===== src/rtl/int_to_bcd_serial_pkg.sv =====
// Shared constants and state type for the serial signed-integer to BCD converter.
package int_to_bcd_serial_pkg;

  localparam int unsigned IN_W_DEF   = 64;
  localparam int unsigned DIGITS_DEF = 19;
  localparam int unsigned DIG_W      = 4;

  typedef enum logic [1:0] {
    StIdle,
    StShift,
    StDone
  } state_e;

endpackage


===== src/rtl/int_to_bcd_serial_dabble_digit.sv =====
// Double-dabble correction for one BCD digit: add 3 when the digit is 5 or more.
module bcd_dabble_digit
  import int_to_bcd_serial_pkg::*;
(
  input  logic [DIG_W-1:0] d,
  output logic [DIG_W-1:0] q
);

  // No carry out: the following shift moves the overflow into the next digit.
  always_comb begin
    q = d;
    if (d >= DIG_W'(5)) begin
      q = d + DIG_W'(3);
    end
  end

endmodule


===== src/rtl/int_to_bcd_serial.sv =====
// Iterative double-dabble: converts a signed integer to sign + BCD magnitude, one bit per clock.
module int_to_bcd_serial
  import int_to_bcd_serial_pkg::*;
#(
  parameter int unsigned IN_W   = IN_W_DEF,
  parameter int unsigned DIGITS = DIGITS_DEF
) (
  input  logic                    clk,
  input  logic                    rst,
  input  logic                    in_valid,
  output logic                    in_ready,
  input  logic [IN_W-1:0]         int_in,
  output logic                    out_valid,
  input  logic                    out_ready,
  output logic                    out_neg,
  output logic [DIG_W*DIGITS-1:0] out_bcd,
  output logic [4:0]              out_ndig
);

  localparam int unsigned CntW = $clog2(IN_W);
  localparam int unsigned BcdW = DIG_W * DIGITS;

  state_e            state_q, state_d;
  logic [IN_W-1:0]   mag_q;
  logic [BcdW-1:0]   bcd_q;
  logic [BcdW-1:0]   bcd_corr;
  logic [CntW-1:0]   cnt_q;
  logic              neg_q;
  logic [IN_W-1:0]   in_mag;
  logic              last_step;
  logic [4:0]        ndig;

  // The most negative value wraps onto itself and is read as unsigned 2^(IN_W-1).
  assign in_mag    = int_in[IN_W-1] ? (~int_in + 1'b1) : int_in;
  assign last_step = (cnt_q == CntW'(IN_W - 1));

  for (genvar g = 0; g < DIGITS; g++) begin : gen_digit
    bcd_dabble_digit u_digit (
      .d (bcd_q[DIG_W*g +: DIG_W]),
      .q (bcd_corr[DIG_W*g +: DIG_W])
    );
  end

  always_ff @(posedge clk) begin
    if (rst) begin
      state_q <= StIdle;
    end else begin
      state_q <= state_d;
    end
  end

  always_comb begin
    state_d = state_q;
    unique case (state_q)
      StIdle:  if (in_valid)  state_d = StShift;
      StShift: if (last_step) state_d = StDone;
      StDone:  if (out_ready) state_d = StIdle;
      default: state_d = StIdle;
    endcase
  end

  always_comb begin
    in_ready  = (state_q == StIdle);
    out_valid = (state_q == StDone);
  end

  always_ff @(posedge clk) begin
    if (rst) begin
      mag_q <= '0;
      bcd_q <= '0;
      neg_q <= 1'b0;
      cnt_q <= '0;
    end else begin
      unique case (state_q)
        StIdle: begin
          if (in_valid) begin
            mag_q <= in_mag;
            neg_q <= int_in[IN_W-1];
            bcd_q <= '0;
            cnt_q <= '0;
          end
        end
        StShift: begin
          bcd_q <= {bcd_corr[BcdW-2:0], mag_q[IN_W-1]};
          mag_q <= {mag_q[IN_W-2:0], 1'b0};
          cnt_q <= cnt_q + 1'b1;
        end
        default: ;
      endcase
    end
  end

  // Significant-digit count: highest nonzero digit index + 1, never below 1.
  always_comb begin
    ndig = 5'd1;
    for (int i = 0; i < DIGITS; i++) begin
      if (bcd_q[DIG_W*i +: DIG_W] != '0) begin
        ndig = 5'(i + 1);
      end
    end
  end

  assign out_neg  = neg_q;
  assign out_bcd  = bcd_q;
  assign out_ndig = ndig;

endmodule

===== config.mk =====
export PLATFORM = sky130hd
export DESIGN_NAME = int_to_bcd_serial
export DESIGN_NICKNAME = d
export VERILOG_FILES = /design/src/rtl/int_to_bcd_serial_pkg.sv /design/src/rtl/int_to_bcd_serial_dabble_digit.sv /design/src/rtl/int_to_bcd_serial.sv
export SDC_FILE = /design/constraint.sdc
export NUM_CORES = 1
export LEC_CHECK = 0
export ABC_AREA = 1
export BUFFER_PORTS_ARGS = -buffer_cell sky130_fd_sc_hd__clkbuf_2
export CORE_UTILIZATION = 40
export CTS_BUF_LIST = sky130_fd_sc_hd__clkbuf_2 sky130_fd_sc_hd__clkbuf_4 sky130_fd_sc_hd__clkbuf_8
export DETAILED_ROUTE_END_ITERATION = 8
export PLACE_DENSITY = 0.63
export SYNTH_ARGS = -nofsm -noshare
export SYNTH_HDL_FRONTEND = slang
export SYNTH_SLANG_ARGS = --single-unit

===== constraint.sdc =====
create_clock -name clk -period 2.2 [get_ports clk]
set_clock_uncertainty 0.15 [all_clocks]
set_input_delay 0.44 -clock clk [delete_from_list [all_inputs] [get_ports clk]]
set_output_delay 0.44 -clock clk [all_outputs]
set_load 0.005 [all_outputs]

# Yosys cells after proc, flatten, opt, wreduce, memory -nomap -nowiden
# Cells that the tools add are included.
# W data, S select, Z words.
word_totals:
  word_cells: 123
  out_inout_bits: 84
  regBits: 149
  inputBits: 68
op_classes:
  add_sub_neg: 21
  bitwise_logic: 1
  n_mux: 48
  n_eq_ne: 6
  n_reduce_logical: 23
  n_lt_le_gt_ge: 19
ops:
  columns: ["cell", "n"]
  rows:
  - ["$pmux W76 S2", 1]
  - ["$mux W64", 2]
  - ["$pmux W64 S2", 1]
  - ["$mux W5", 17]
  - ["$ge A4 B3 Y1 const B", 19]
  - ["$mux W76", 1]
  - ["$add A4 B2 Y4 const B", 18]
  - ["$mux W4", 18]
  - ["$reduce_bool A4 Y1", 18]
  - ["$add A64 B1 Y64 const B", 1]
  - ["$not A64 Y64", 1]
  - ["$pmux W6 S2", 1]
  - ["$mux W2", 4]
  - ["$add A6 B1 Y6 const B", 1]
  - ["$eq A6 B6 Y1 const B", 1]
  - ["$mux W6", 1]
  - ["$pmux W2 S3", 1]
  - ["$ne A2 B2 Y1 const B", 2]
  - ["$reduce_and A2 Y1", 2]
  - ["$add A3 B2 Y3 const B", 1]
  - ["$mux W3", 1]
  - ["$reduce_and A3 Y1", 1]
  - ["$eq A2 B1 Y1 const B", 1]
  - ["$eq A2 B2 Y1 const B", 1]
  - ["3 further kinds", 3]

# Longest topological paths before layout
depth:
  ltp_word: 19
  mapped_depth: 21
  depth_no_buf: 21

# Cells and area by module
# A second synthesis with hierarchy kept.
hier_totals:
  cells_unflattened: 1609
  area_unflattened_um2: 10343.7
by_module_without_submodules:
  columns: ["module", "area_per_inst_um2", "instances", "cells_per_inst", "seq_area_each_um2"]
  rows:
  - ["int_to_bcd_serial", 7776.2, 1, 1172, 2982.9]
  - ["bcd_dabble_digit", 135.1, 19, 23, 0.0]

# Worst setup path before layout
# Ideal clock, no wire load.
synth_timing:
  path_kind: "register to output"
  start: "register bcd_q[8] (netlist: out_bcd[8])"
  end: "output out_ndig[0]"
  t_required_ps: 1610
  setup_slack_ps: 68
  arrival_ps: 1542
  path_buffers: 0
  path_stages_with_launch: 22
  cell_sequence: "dfxtp_1 inv_1 ha_1 nand2_1 nor2_1 nand2_1 nand2_1 nand2_1 nand2_1 nand2_1 nand2_1 nand2_1 nand2_1 nand2_1 nand2_1 nand2_1 nand2_1 nand2_1 nand2_1 nand2_1 nand2_1 nand2_1"
synth_via:
  elab_chain_len: 18
synth_rtl:
  columns: ["item", "line", "source"]
  rows:
  - ["from (decl)", "int_to_bcd_serial.sv:25", "logic [BcdW-1:0] bcd_q;"]
  - ["from (signal assigned)", "int_to_bcd_serial.sv:84", "bcd_q <= {bcd_corr[BcdW-2:0], mag_q[IN_W-1]};"]
  - ["$reduce_bool A4 Y1", "int_to_bcd_serial.sv:97", "if (bcd_q[DIG_W*i +: DIG_W] != '0) begin"]
  - ["$mux W5 (17 in a row)", "int_to_bcd_serial.sv:97", null]
  - ["to (decl)", "int_to_bcd_serial.sv:17", "output logic [4:0] out_ndig"]
# No other way between the ends.

# Worst setup path after layout
layout_timing:
  start: "register bcd_q[4] (netlist: out_bcd[4])"
  end: "output out_ndig[0]"
layout_via:
  elab_chain_len: 19
layout_rtl:
  columns: ["item", "line"]
  rows:
  - ["$reduce_bool A4 Y1", "int_to_bcd_serial.sv:97"]
  - ["$mux W2", "int_to_bcd_serial.sv:97"]
  - ["$mux W5 (17 in a row)", "int_to_bcd_serial.sv:97"]
# No other way between the ends.

==> flow_summary_export.csv <==
group,metric,value,unit
worst_hold_path,min_from,"int_in[0]",
clock_tree,clkSinkCount,149,
clock_tree,numCtsBuffers,17,
logic_synthesis,synth-seq-cells,149,
final_layout,fin_nets,1875,
logic_synthesis,ys_top_cells_by_area,"dfxtp_1 30%, nand2_1 13%, a21oi_1 9.3%, inv_1 6.3%, ha_1 5.2%",
drt,ant_nets,0,
setup_path,cp_slowest_cell,"dfxtp_1",
global_route,grt_pass1_vias,9779,
setup_path,reg2reg_from,"out_bcd[13]",
setup_path,cp_max_fo,2,
floorplanning,start_util,0.4129,
drt,route.vias.total,10817,
sta,setup-violations-final,4,
setup_path,rr_worst_depth,12,
logic_synthesis,synth.distinct_cells,46,
clock_tree,cts_tree,"built",
logic_synthesis,syn_nets,1609,
floorplanning,coreArea,23750,um^2
global_route,grt_max_degree,66,
global_route,overflow,0,
worst_hold_path,hp-class,"in2reg",
drt,dr.pass1.iters,5,
power,peakVddDrop,379.6,uV
setup_path,required,1610,ps
sta,timing.setup.tns,-1437,ps
sta,relSlewSlack,0.6003,
placed_design,gp_congestion,0.9568,
logic_synthesis,synth-warning-count,0,
setup_path,path_cells,"inv_1 -> ha_1 -> nand2_2 -> nand2_1 -> nand2_1 -> nand2_1 -> nand2_1 -> nand2_1 -> nand2_1 -> nand2_1 -> nand2_1 -> nand2_1 -> nand2_1 -> nand2_1 -> nand2_1 -> nand2_1 -> nand2_1 -> nand2_1 -> nand2_1 -> nand2_1 -> clkbuf_2",
sta,tightest_slew,599.6,ps
sta,fin_ws,-557.9,ps
setup_path,crit_arrival,2170,ps
clock_tree,insertion_delay,470,ps
global_route,grt_pass1_wl,46.84,mm
logic_synthesis,synth_area,9807,um^2
worst_hold_path,worstHoldPathCells,3,
logic_synthesis,avgSynthCellArea,6.538,um^2
final_layout,diodes,0,
setup_path,start_kind,"flop",
clock_tree,htree_levels,4,
sta,hold_violations,0,
setup_path,cp_common_cell,"nand2_1",
placed_design,io_buffers,151,
clock_tree,cts-hold-fix-buffers,0,
sta,slew_viol_final,0,
clock_tree,cts_root_buffer,"clkbuf_8",
global_route,track_usage,0.2340,
placed_design,dp_cells,2052,
sta,rsz0062_at_grt,"true",
logic_synthesis,synth_common_cells,"335 x nand2_1, 183 x a21oi_1, 164 x inv_1",
floorplanning,num_rows,56,
power,p_clk_frac,0.339,
run,drv_cap,0,
floorplanning,design.die.area,25150,um^2
sta,fin_crit,2758,ps
final_layout,regArea,3008,um^2
final_layout,fill_cells,2347,
power,combPwrFrac,0.229,
placed_design,post-place-ws,-196.8,ps
final_layout,drive_gt1_frac,0.2756,
power,leakagePower,0.005605,uW
power,switching_share,0.3493,
sta,fin_crit_sh,1.254,
worst_hold_path,hold_path_end,"mag_q[0]",
clock_tree,cts.path.max_buffers,2,
run_status,outcome,"finished with violations",
setup_path,crit_path_end_kind,"primary output",
logic_synthesis,synth_ff_type,"dfxtp_1",
setup_path,rrSetupSlack,270,ps
run_status,violations,"setup timing",
power,p_per_area,542.3,nW/um^2
logic_synthesis,ys_seq_area_frac,0.3042,
drt,viasPerCell,5.158,
global_route,grt_antenna_before_repair,0,
setup_path,cpPeakStageDelay,340,ps
logic_synthesis,synth_top_area_share,0.3042,
drt,wl_per_cell,14.07,um
drt,drc_errors,0,
drt,drt_iter0_drc,750,
power,p_int,4477,uW
floorplanning,ioPinCount,152,
logic_synthesis,synth_edf_count,0,
drt,drt-total-wl,29.50,mm
power,power_switching,2403,uW
final_layout,postLayoutCellArea,12690,um^2
logic_synthesis,syn_inst,1500,
final_layout,multi_input_area,6147,um^2
power,pwr-share-seq,0.432,
final_layout,area_delta_synth_final,29.37,%
logic_synthesis,ys_async_sr_fraction,0,
logic_synthesis,synth_top_area_cell,"dfxtp_1",
clock_tree,clk_transition_reported_paths,100,ps
setup_path,path_class,"reg2out",
floorplanning,die_h,158.6,um
placed_design,place_area,11890,um^2
sta,max_freq,362.6,MHz
floorplanning,dieWidth,158.6,um
logic_synthesis,synth_most_common_cell,"nand2_1",
placed_design,dp_hpwl,21.44,mm
final_layout,fin_cells,2097,
setup_path,r2r_end,"out_bcd[14]",
-- state kept, by name, summed over array words and instances (netlist names) --
register,cells
state_q,2
mag_q,64
out_neg,1
out_bcd,76
cnt_q,6
-- placed cells by master (no fill, tap or decap), types with 14 or more instances in the layout --
master / Yosys / layout
a21oi_1: 183 / 180
a22oi_1: 29 / 29
a31oi_1: 36 / 36
buf_4: 3 / 151
clkbuf_2: 0 / 149
clkbuf_8: 1 / 17
dfxtp_1: 149 / 131
dfxtp_2: 0 / 17
ha_1: 41 / 32
inv_1: 164 / 153
inv_2: 9 / 20
nand2_1: 335 / 319
nand2_2: 3 / 15
nand3_1: 93 / 92
nand4_1: 17 / 17
nor2_1: 121 / 109
nor2_2: 9 / 15
nor2_4: 8 / 14
nor3_1: 30 / 29
o21ai_0: 90 / 89
or2_2: 20 / 20
xor2_1: 33 / 33
-- metal layers --
| metal | global-route usage | routed length [um] | vias to the layer above |
|---|---|---|---|
| li1 | - | - | 5516 |
| met1 | 0.2980 | 13440 | 4991 |
| met2 | 0.4110 | 14110 | 287 |
| met3 | 0.03375 | 1638 | 23 |
| met4 | 0.05952 | 312 | 0 |
| met5 | 0 | 0 | - |
-- through the flow --
step,hold slack (ps),utilization,total power [uW]
2_1_floorplan,287.1,-,4031
3_3_place_gp,299.7,0.5004,4593
3_5_place_dp,306.9,0.5004,4605
4_1_cts,75.06,0.5316,6943
5_1_grt,90.93,0.5341,7228
6_report,100.1,0.5341,6880
-- worst max-delay path, delay by kind of cell, from the launching register on --
kind / cells / cell delay, ps
simple gates: 18 / 1000
flops: 1 / 340
fa+ha+maj: 1 / 210
buf+inv: 2 / 170
-- cell families (layout without fill, tap and decap cells) --
group                    count (synthesis)  after routing  share of synthesized area
XOR/XNOR                                36             36                    0.03215
adder cells (fa/ha/maj)                 41             41                    0.05231
flip-flops                             149            149                     0.3042
AND/OR/NAND/NOR                        667            667                     0.3085
AO/OA/AOI/OAI                          368            368                     0.2071
buffers and inverters                  239            517                    0.09581
-- final cells by class --
type	count	share of cell area
inverter	176	0.05237
clock inverter	14	0.01410
multi-input combinational	1112	0.4845
timing repair buffer	310	0.1620
sequential	149	0.2371
clock buffer	17	0.01844
tap	319	0.03146
-- worst max-delay path by stage --
stage / to / slack (ps) / start / depth (start not counted)
2_1_floorplan: out_ndig[0] / 70 / out_bcd[8] / 21
3_5_place_dp: out_ndig[1] / -200 / out_bcd[13] / 11
3_3_place_gp: mag_q[46] / -160 / int_in[10] / 12
6_report: out_ndig[0] / -560 / out_bcd[4] / 21
4_1_cts: out_ndig[0] / -580 / out_bcd[13] / 21
5_1_grt: out_ndig[0] / -780 / out_bcd[9] / 22
-- power by group through the flow --
stage                     clock network, uW  registers [uW]  logic (uW)
after floorplan                           0            3010        1020
after global placement                    0            3030        1560
after detailed placement                  0            3030        1570
after CTS                              2400            2970        1570
after global routing                   2500            3000        1730
final                                  2330            2980        1570
-- what timing repair did --
item                                    4_1_cts  5_1_grt
pin swaps                                    21        3
setup buffers                                11        3
gates resized for setup                      83       12
endpoints found under the setup margin        5        5
Power figures use the tool's default switching activity.
